## src/rtl/mm_entry_array.sv

```systemverilog
// mm_entry_array: 20-entry tag-matching operand store. Packets flow S -> S2 -> OUT.
// The external control stage sees FIRE/MF during S and answers with a registered command that is consumed as S2 retires.
module mm_entry_array #(
    parameter int TAG_W  = 8,
    parameter int DATA_W = 16
) (
    input  logic              CP,
    input  logic              MR,
    input  logic              IN_VALID,
    output logic              IN_READY,
    input  logic              IN_MF,
    input  logic [TAG_W-1:0]  IN_TAG,
    input  logic [DATA_W-1:0] IN_DATA,
    output logic              MF,
    output logic [19:0]       FIRE,
    output logic [19:0]       VALID,
    input  logic [19:0]       EN,
    input  logic              WR_E,
    input  logic              DEL,
    input  logic [5:0]        ADDR,
    output logic              OUT_VALID,
    input  logic              OUT_READY,
    output logic              OUT_PAIR,
    output logic [TAG_W-1:0]  OUT_TAG,
    output logic [DATA_W-1:0] OUT_DATA_L,
    output logic [DATA_W-1:0] OUT_DATA_R,
    output logic              OVF,
    output logic              ERR
);
    localparam int NE = 20;

    logic                      s_v_q, s_mf_q;
    logic [TAG_W-1:0]          s_tag_q;
    logic [DATA_W-1:0]         s_data_q;
    logic                      s2_v_q, s2_mf_q, s2_fire_q;
    logic [NE-1:0]             s2_en_q;
    logic [TAG_W-1:0]          s2_tag_q;
    logic [DATA_W-1:0]         s2_data_q;
    logic [NE-1:0]             valid_q, valid_d;
    logic [NE-1:0][TAG_W-1:0]  tag_q;
    logic [NE-1:0][DATA_W-1:0] data_q;
    logic                      out_v_q, out_v_d, out_pair_q;
    logic [TAG_W-1:0]          out_tag_q;
    logic [DATA_W-1:0]         out_l_q, out_r_q;
    logic                      ovf_q, err_q;
    logic                      accept, addr_ok;
    logic [4:0]                a;
    logic                      do_out, do_del, do_wr, do_ovf, do_err;

    assign IN_READY   = !s_v_q && !s2_v_q && !out_v_q;
    assign accept     = IN_VALID && IN_READY;
    assign MF         = s_v_q && s_mf_q;
    assign VALID      = valid_q;
    assign OUT_VALID  = out_v_q;
    assign OUT_PAIR   = out_pair_q;
    assign OUT_TAG    = out_tag_q;
    assign OUT_DATA_L = out_l_q;
    assign OUT_DATA_R = out_r_q;
    assign OVF        = ovf_q;
    assign ERR        = err_q;

    for (genvar i = 0; i < NE; i++) begin : g_fire
        assign FIRE[i] = MF && valid_q[i] && (tag_q[i] == s_tag_q);
    end

    // Retirement decision; any command that disagrees with local state is refused wholesale.
    always_comb begin
        addr_ok = (ADDR < 6'd20);
        a       = addr_ok ? ADDR[4:0] : 5'd0;
        do_out  = 1'b0;
        do_del  = 1'b0;
        do_wr   = 1'b0;
        do_ovf  = 1'b0;
        do_err  = 1'b0;
        if (s2_v_q) begin
            if (!s2_mf_q) begin
                do_out = 1'b1;
            end else if (s2_fire_q) begin
                if (DEL && addr_ok && valid_q[a] && (tag_q[a] == s2_tag_q)) begin
                    do_out = 1'b1;
                    do_del = 1'b1;
                end else begin
                    do_err = 1'b1;
                end
            end else if (s2_en_q == '0) begin
                do_ovf = 1'b1;
            end else if (WR_E && addr_ok && s2_en_q[a]) begin
                do_wr = 1'b1;
            end else begin
                do_err = 1'b1;
            end
        end

        valid_d = valid_q;
        if (do_del) valid_d[a] = 1'b0;
        if (do_wr)  valid_d[a] = 1'b1;

        out_v_d = out_v_q;
        if (do_out)                    out_v_d = 1'b1;
        else if (out_v_q && OUT_READY) out_v_d = 1'b0;
    end

    always_ff @(posedge CP or negedge MR) begin
        if (!MR) begin
            s_v_q     <= 1'b0;
            s2_v_q    <= 1'b0;
            s2_mf_q   <= 1'b0;
            s2_fire_q <= 1'b0;
            s2_en_q   <= '0;
            valid_q   <= '0;
            out_v_q   <= 1'b0;
            ovf_q     <= 1'b0;
            err_q     <= 1'b0;
        end else begin
            s_v_q   <= accept;
            s2_v_q  <= s_v_q;
            if (s_v_q) begin
                s2_mf_q   <= s_mf_q;
                s2_fire_q <= |FIRE;
                s2_en_q   <= EN;
            end
            valid_q <= valid_d;
            out_v_q <= out_v_d;
            if (do_ovf) ovf_q <= 1'b1;
            if (do_err) err_q <= 1'b1;
        end
    end

    // Payload storage needs no reset: every consumer is qualified by a reset valid bit.
    always_ff @(posedge CP) begin
        if (accept) begin
            s_mf_q   <= IN_MF;
            s_tag_q  <= IN_TAG;
            s_data_q <= IN_DATA;
        end
        if (s_v_q) begin
            s2_tag_q  <= s_tag_q;
            s2_data_q <= s_data_q;
        end
        if (do_wr) begin
            tag_q[a]  <= s2_tag_q;
            data_q[a] <= s2_data_q;
        end
        if (do_out) begin
            out_pair_q <= s2_mf_q;
            out_tag_q  <= s2_tag_q;
            out_l_q    <= do_del ? data_q[a] : '0;
            out_r_q    <= s2_data_q;
        end
    end
endmodule

```

## config.mk

```make
export PLATFORM = sky130hd
export DESIGN_NAME = mm_entry_array
export DESIGN_NICKNAME = d
export VERILOG_FILES = /design/src/rtl/mm_entry_array.sv
export SDC_FILE = /design/constraint.sdc
export NUM_CORES = 1
export LEC_CHECK = 0
export CAP_MARGIN = 20
export CORE_UTILIZATION = 33
export CTS_CLUSTER_SIZE = 20
export DETAILED_ROUTE_END_ITERATION = 8
export HOLD_SLACK_MARGIN = 0.03
export RECOVER_POWER = 100
export SLEW_MARGIN = 30
export SYNTH_ARGS = -nofsm -noshare
export SYNTH_HDL_FRONTEND = slang
export SYNTH_SLANG_ARGS = --single-unit
```

## constraint.sdc

```tcl
create_clock -name CP -period 12.85 [get_ports CP]
set_input_delay 2.57 -clock CP [delete_from_list [all_inputs] [get_ports CP]]
set_output_delay 2.57 -clock CP [all_outputs]
set_load 0.03 [all_outputs]
```

# After elaboration in Yosys (flattened, before gate mapping)
# Cells that the tools add are included.
# totals
register_bits	617
input_bits	57
elab_cells	184
# classes
n_bitwise	3
order_cmp	3
n_reduce_logical	57
eq_ne	21
mux	42
# op_table
op	n
$bwmux W320	1
$eq A8 B8 Y1	21
$bwmux W160	1
$bmux W16 S5	1
$demux W16 S5	1
$logic_and A1 B1 Y1	51
$bmux W8 S5	1
$demux W8 S5	1
$mux W20	2
$mux W16	2
$mux W1	26
$and A20 B20 Y20	1
$logic_not A20 Y1	1
$not A20 Y20	1
$or A20 B20 Y20	1
$reduce_or A20 Y1	1
$mux W8	2
$bmux W1 S5	2
$lt A5 B6 Y1 const B	1
$lt A6 B5 Y1 const B	1
$demux W1 S5	1
$ge A5 B1 Y1 const B	1
$mux W5	1
$logic_not A1 Y1	3
$reduce_bool A2 Y1	1

# Longest topological paths before layout
# depth
word_depth	13
depth_mapped	15
ltp_nobuf	9

# Worst setup path after synthesis
# Ideal clock, no wire load.
# synth_path
kind	input port to flip-flop
startpoint	input port ADDR[2]
endpoint	register out_l_q[0] (netlist: OUT_DATA_L[0]), enable pin
t_arrival_ns	6.620
path_slack_ns	5.777
cell_stages	12
path_buffers	3
setup_ns	0.453
t_required_ns	12.397
path_cell_list	buf_2 > o21a_1 > buf_4 > nor2_1 > buf_2 > o22ai_1 > a22o_1 > nor4b_1 > xor2_1 > nor4_4 > nand3_1 > a21oi_1
# synth_between
elab_chain_len	10
elab_cells_between_ends	14
cone_classes	order compare (1); eq/ne (1); mux (9); reduce/logical (3)
# synth_rtl
item	line_no	source
start, declared	20	input logic [5:0] ADDR,
$lt A6 B5 Y1	68	addr_ok = (ADDR < 6'd20);
$mux W5	69	a = addr_ok ? ADDR[4:0] : 5'd0;
$bmux W8 S5 / $bmux W1 S5 (equally long branches)	79	if (DEL && addr_ok && valid_q[a] && (tag_q[a] == s2_tag_q)) begin
$mux W8 (implied by the code) / $mux W1 (equally long branches)	79	
$eq A8 B8 Y1 / $logic_and A1 B1 Y1 (equally long branches)	79	
$logic_and A1 B1 Y1 (*)	79	
$mux W1 (*)	79	
$mux W1 (*)	78	end else if (s2_fire_q) begin
$mux W1 (*)	76	if (!s2_mf_q) begin
$mux W1 (*)	75	if (s2_v_q) begin
via do_out	48	logic do_out, do_del, do_wr, do_ovf, do_err;
end signal, assigned	147	out_l_q <= do_del ? data_q[a] : '0;
end, declared	44	logic [DATA_W-1:0] out_l_q, out_r_q;
# Mark *: on every way through the listed nets, which the timed path passes. The rest lies on a longest branch. The select of a mux whose other input is x is not followed.
# A chain may end at the register's enable or synchronous reset.

# Worst setup path after layout
# layout_path
startpoint	input port ADDR[2]
endpoint	register out_r_q[2] (netlist: OUT_DATA_R[2]), enable pin
# layout_between
elab_chain_len	10
elab_cells_between_ends	14
cone_classes	order compare (1); eq/ne (1); mux (9); reduce/logical (3)
# layout_rtl
item	line_no	source
$lt A6 B5 Y1	68	
$mux W5	69	
$bmux W8 S5 / $bmux W1 S5 (equally long branches)	79	
$mux W8 (implied by the code) / $mux W1 (equally long branches)	79	
$eq A8 B8 Y1 / $logic_and A1 B1 Y1 (equally long branches)	79	
$logic_and A1 B1 Y1 (*)	79	
$mux W1 (*)	79	
$mux W1 (*)	78	
$mux W1 (*)	76	
$mux W1 (*)	75	
via do_out	48	
end signal, assigned	148	out_r_q <= s2_data_q;
end, declared	44	
# Marked as above.

==> impl_results.md <==
- Status: finished with violations
- Failing checks: capacitance limit, slew limit
- Iteration-0 DRC Markers: 1740
- Hold path cells: 0
- Die ar.: 78900 µm²
- Routed WL per cell: ~28 µm
- Detail Route Antenna Nets: 0
- Core area: ~76000 µm²
- H-tree depth: 2
- Final Hold Fails: 0
- Vias in the first global route: 16006
- Share of cells above drive strength 1: 12.1%
- Syn nets: 1700
- Num CTS Buffers: 61
- GP Congestion: 0.925
- Synth Area per Inst: 15.6 µm²
- Worst hold path type: register to register
- Root buffer cell: clkbuf_16
- CTS resizes: 0
- Initial antenna violation count: 0
- Clock sinks: between 600 and 700
- Rows: about 100
- Yosys warnings: 0
- DRC Markers: 0
- CTS tree: done
- FF-to-FF End: tag_q[157]
- Die width: roughly 280 µm
- Deepest clock path buffer count: 3
- Buffers on Ports: 142
- Area Growth Syn to Fin: 17.2%
- CTS Hold Buffers Added: 0
- Ys async rst share: under 10%
- Hold Path End: s2_data_q[12]
- Placed insts: 2763
- Period utilization: around 74%
- Yosys cell types: 80
- Aggregate routed wire length: between 80000 and 90000 µm
- Clk Latency, worst-skew pair: 0.67 ns
- Ant diodes: 0
- Non-filler cells, final: ~2900
- Total number of vias: 15933
- Cell Area, Synth: 25700 µm²
- Post-route minimum period: 9.54 ns
- Setup slack, reg-to-reg: 7.20 ns
- Worst Path Required: 13.12 ns
- CP endpoint kind: register
- DP HPWL: 52700 µm
- Yosys reg bits: 617
- GRT overflow: 0
- Number of synthesized flops with an enable pin: 570
- Layout net count: 1853
- Fmax: 105 MHz
- Relative slew margins: -124%
- Static leakage: around 0.0096 µW
- Setup crit start kind: input pin
- WP data arrival: 9.81 ns
- R2r startpoint: s2_en_q[10]
- Largest net degree at the start of global routing: 79
- Filler cells: 7104
- First-pass GRT wire length: 116000 µm
- IO Pins: between 100 and 150
- # setup viols final: 0
- Placed cell area: ~28000 µm²
- Crit path kind: input pin to register
- MaxCap Viol Count: 27
- Max-slew violations: around 730
- Die Y: 281 µm
- Worst Min Path Start: s_data_q[12]
- Post-CTS setup buffers: 0
- Hold_ws: ~0.4 ns
- Post-Synthesis Cells: approximately 1600
- Skew final: ~0.042 ns
- Clk slew on worst S/H paths: 0.06 ns
- Pre-CTS WS: 4.66 ns
- Starting Density: 33.6%
- Routed vias/inst: 5.54
- RSZ-0062 raised after global routing: false
- PD cells: 165 nW/µm²
- Fin Setup TNS: 0 ns
- Ys flop type: edfxtp_1
- Peak VDD IR: 0.113 mV
- Final instance area: between 30000 and 40000 µm²
- Worst slew pin tran: 3.36 ns
- TritonRoute pass-1 iters: 9
- CP max FO: between 60 and 70
- R2R depth: 8
- All-Layer GR Usage: around a fifth
- Sequential element share of the synthesized area: 71.2%
- Final worst setup slack: approximately 3.3 ns
power breakdown:
part	internal (µW)	switching (µW)	total (µW)
sequential	2440	154	2590
combinational	226	437	663
clock	935	779	1710
cell type report:
| class | instances | area [µm²] | share of cell area (%) |
|---|---|---|---|
| clock buffer | 72 | 1570 | 5.21 |
| clock inverter | 40 | 342 | 1.13 |
| inverter | 8 | 30.0 | 0.0998 |
| multi-input combinational | 913 | 6920 | 23.0 |
| sequential | 617 | 18300 | 60.8 |
| tap | 1030 | 1290 | 4.28 |
| timing repair buffer | 195 | 1670 | 5.53 |
worst max path at each step:
stage                     startpoint             to  slack, ns  depth (start not counted)
final                        ADDR[2]  OUT_DATA_R[2]       3.31                         13
after global routing         ADDR[2]  OUT_DATA_R[3]       2.84                         13
after CTS                    ADDR[3]  OUT_DATA_L[2]       5.34                         12
after detailed placement     ADDR[3]  OUT_DATA_L[2]       4.66                         12
after global placement       ADDR[5]  OUT_DATA_L[2]       4.66                         11
after floorplan              ADDR[2]  OUT_DATA_L[0]       5.78                         12
critical path, cell delays in order:
cell and delay, ns:
dlygate4sd3_1 0.86, o21a_1 0.54, nor2_4 0.20, buf_4 0.39, clkbuf_1 2.42, nand2_1 0.13
a22o_1 0.30, nor4b_1 0.35, xor2_1 0.12, nor4_1 0.71, nand3_1 0.30, a21oi_4 0.21
buf_4 0.60
registers in the layout (all words and copies together), names as in the netlist, named ones only:
register / flops
OUT_TAG: 8
OUT_VALID: 1
s_tag_q: 8
OUT_DATA_R: 16
s2_tag_q: 8
s_data_q: 16
VALID: 4
tag_q: 160
s2_v_q: 1
OVF: 1
data_q: 320
s_v_q: 1
OUT_PAIR: 1
OUT_DATA_L: 16
s2_en_q: 20
s2_fire_q: 1
s_mf_q: 1
ERR: 1
s2_data_q: 16
s2_mf_q: 1
cells in the mapped netlist, drive strengths merged, types with 18 or more instances:
cell	n	share of area [%]
mux2	82	3.6
o21ai	18	0.39
a221oi	39	1.3
nor4	18	0.52
a222oi	50	1.9
edfxtp	570	67
nand2	33	0.48
clkbuf	41	0.60
xnor2	141	4.8
nand3	51	1.0
xor2	25	0.85
nand4	30	0.76
a21oi	21	0.41
mux2i	58	2.3
dfrtp	47	4.6
nor2	116	1.7
nor3	55	1.1
buf	64	1.3
o22ai	52	1.3
kinds of logic (layout without fill, tap and decap cells):
kind of cell	Yosys count	in the layout	synth area share, %
flip-flops	617	617	71.2
XOR/XNOR	166	166	5.66
AND/OR/NAND/NOR	342	342	6.80
buffers and inverters	113	315	2.06
multiplexers	140	140	5.86
AO/OA/AOI/OAI	265	265	8.38
through the flow:
stage | power [µW] | utilization, %
2_1_floorplan | 2950 | -
4_1_cts | 5020 | 39.7
5_1_grt | 5130 | 39.4
3_3_place_gp | 3310 | 37.1
6_report | 4970 | 39.4
3_5_place_dp | 3310 | 37.2
layout by cell type, fill, tap and decap left out, drive strengths merged, types with 39 or more instances in the layout:
cell type	n
a222oi	50
edfxtp	570
nand3	51
clkbuf	110
nor3	55
dfrtp	47
nor2	116
a221oi	39
mux2	82
dlygate4sd3	112
xnor2	141
o22ai	52
mux2i	58
routing by layer:
metal	wire (µm)	GRT usage (%)	part of all wire (%)
met1	33100	26.5	40
met2	40400	35.1	49
met3	5390	3.03	6.6
met4	2930	7.48	3.6
met5	0	0	0
No activity file was read; power rests on OpenSTA's default activity.
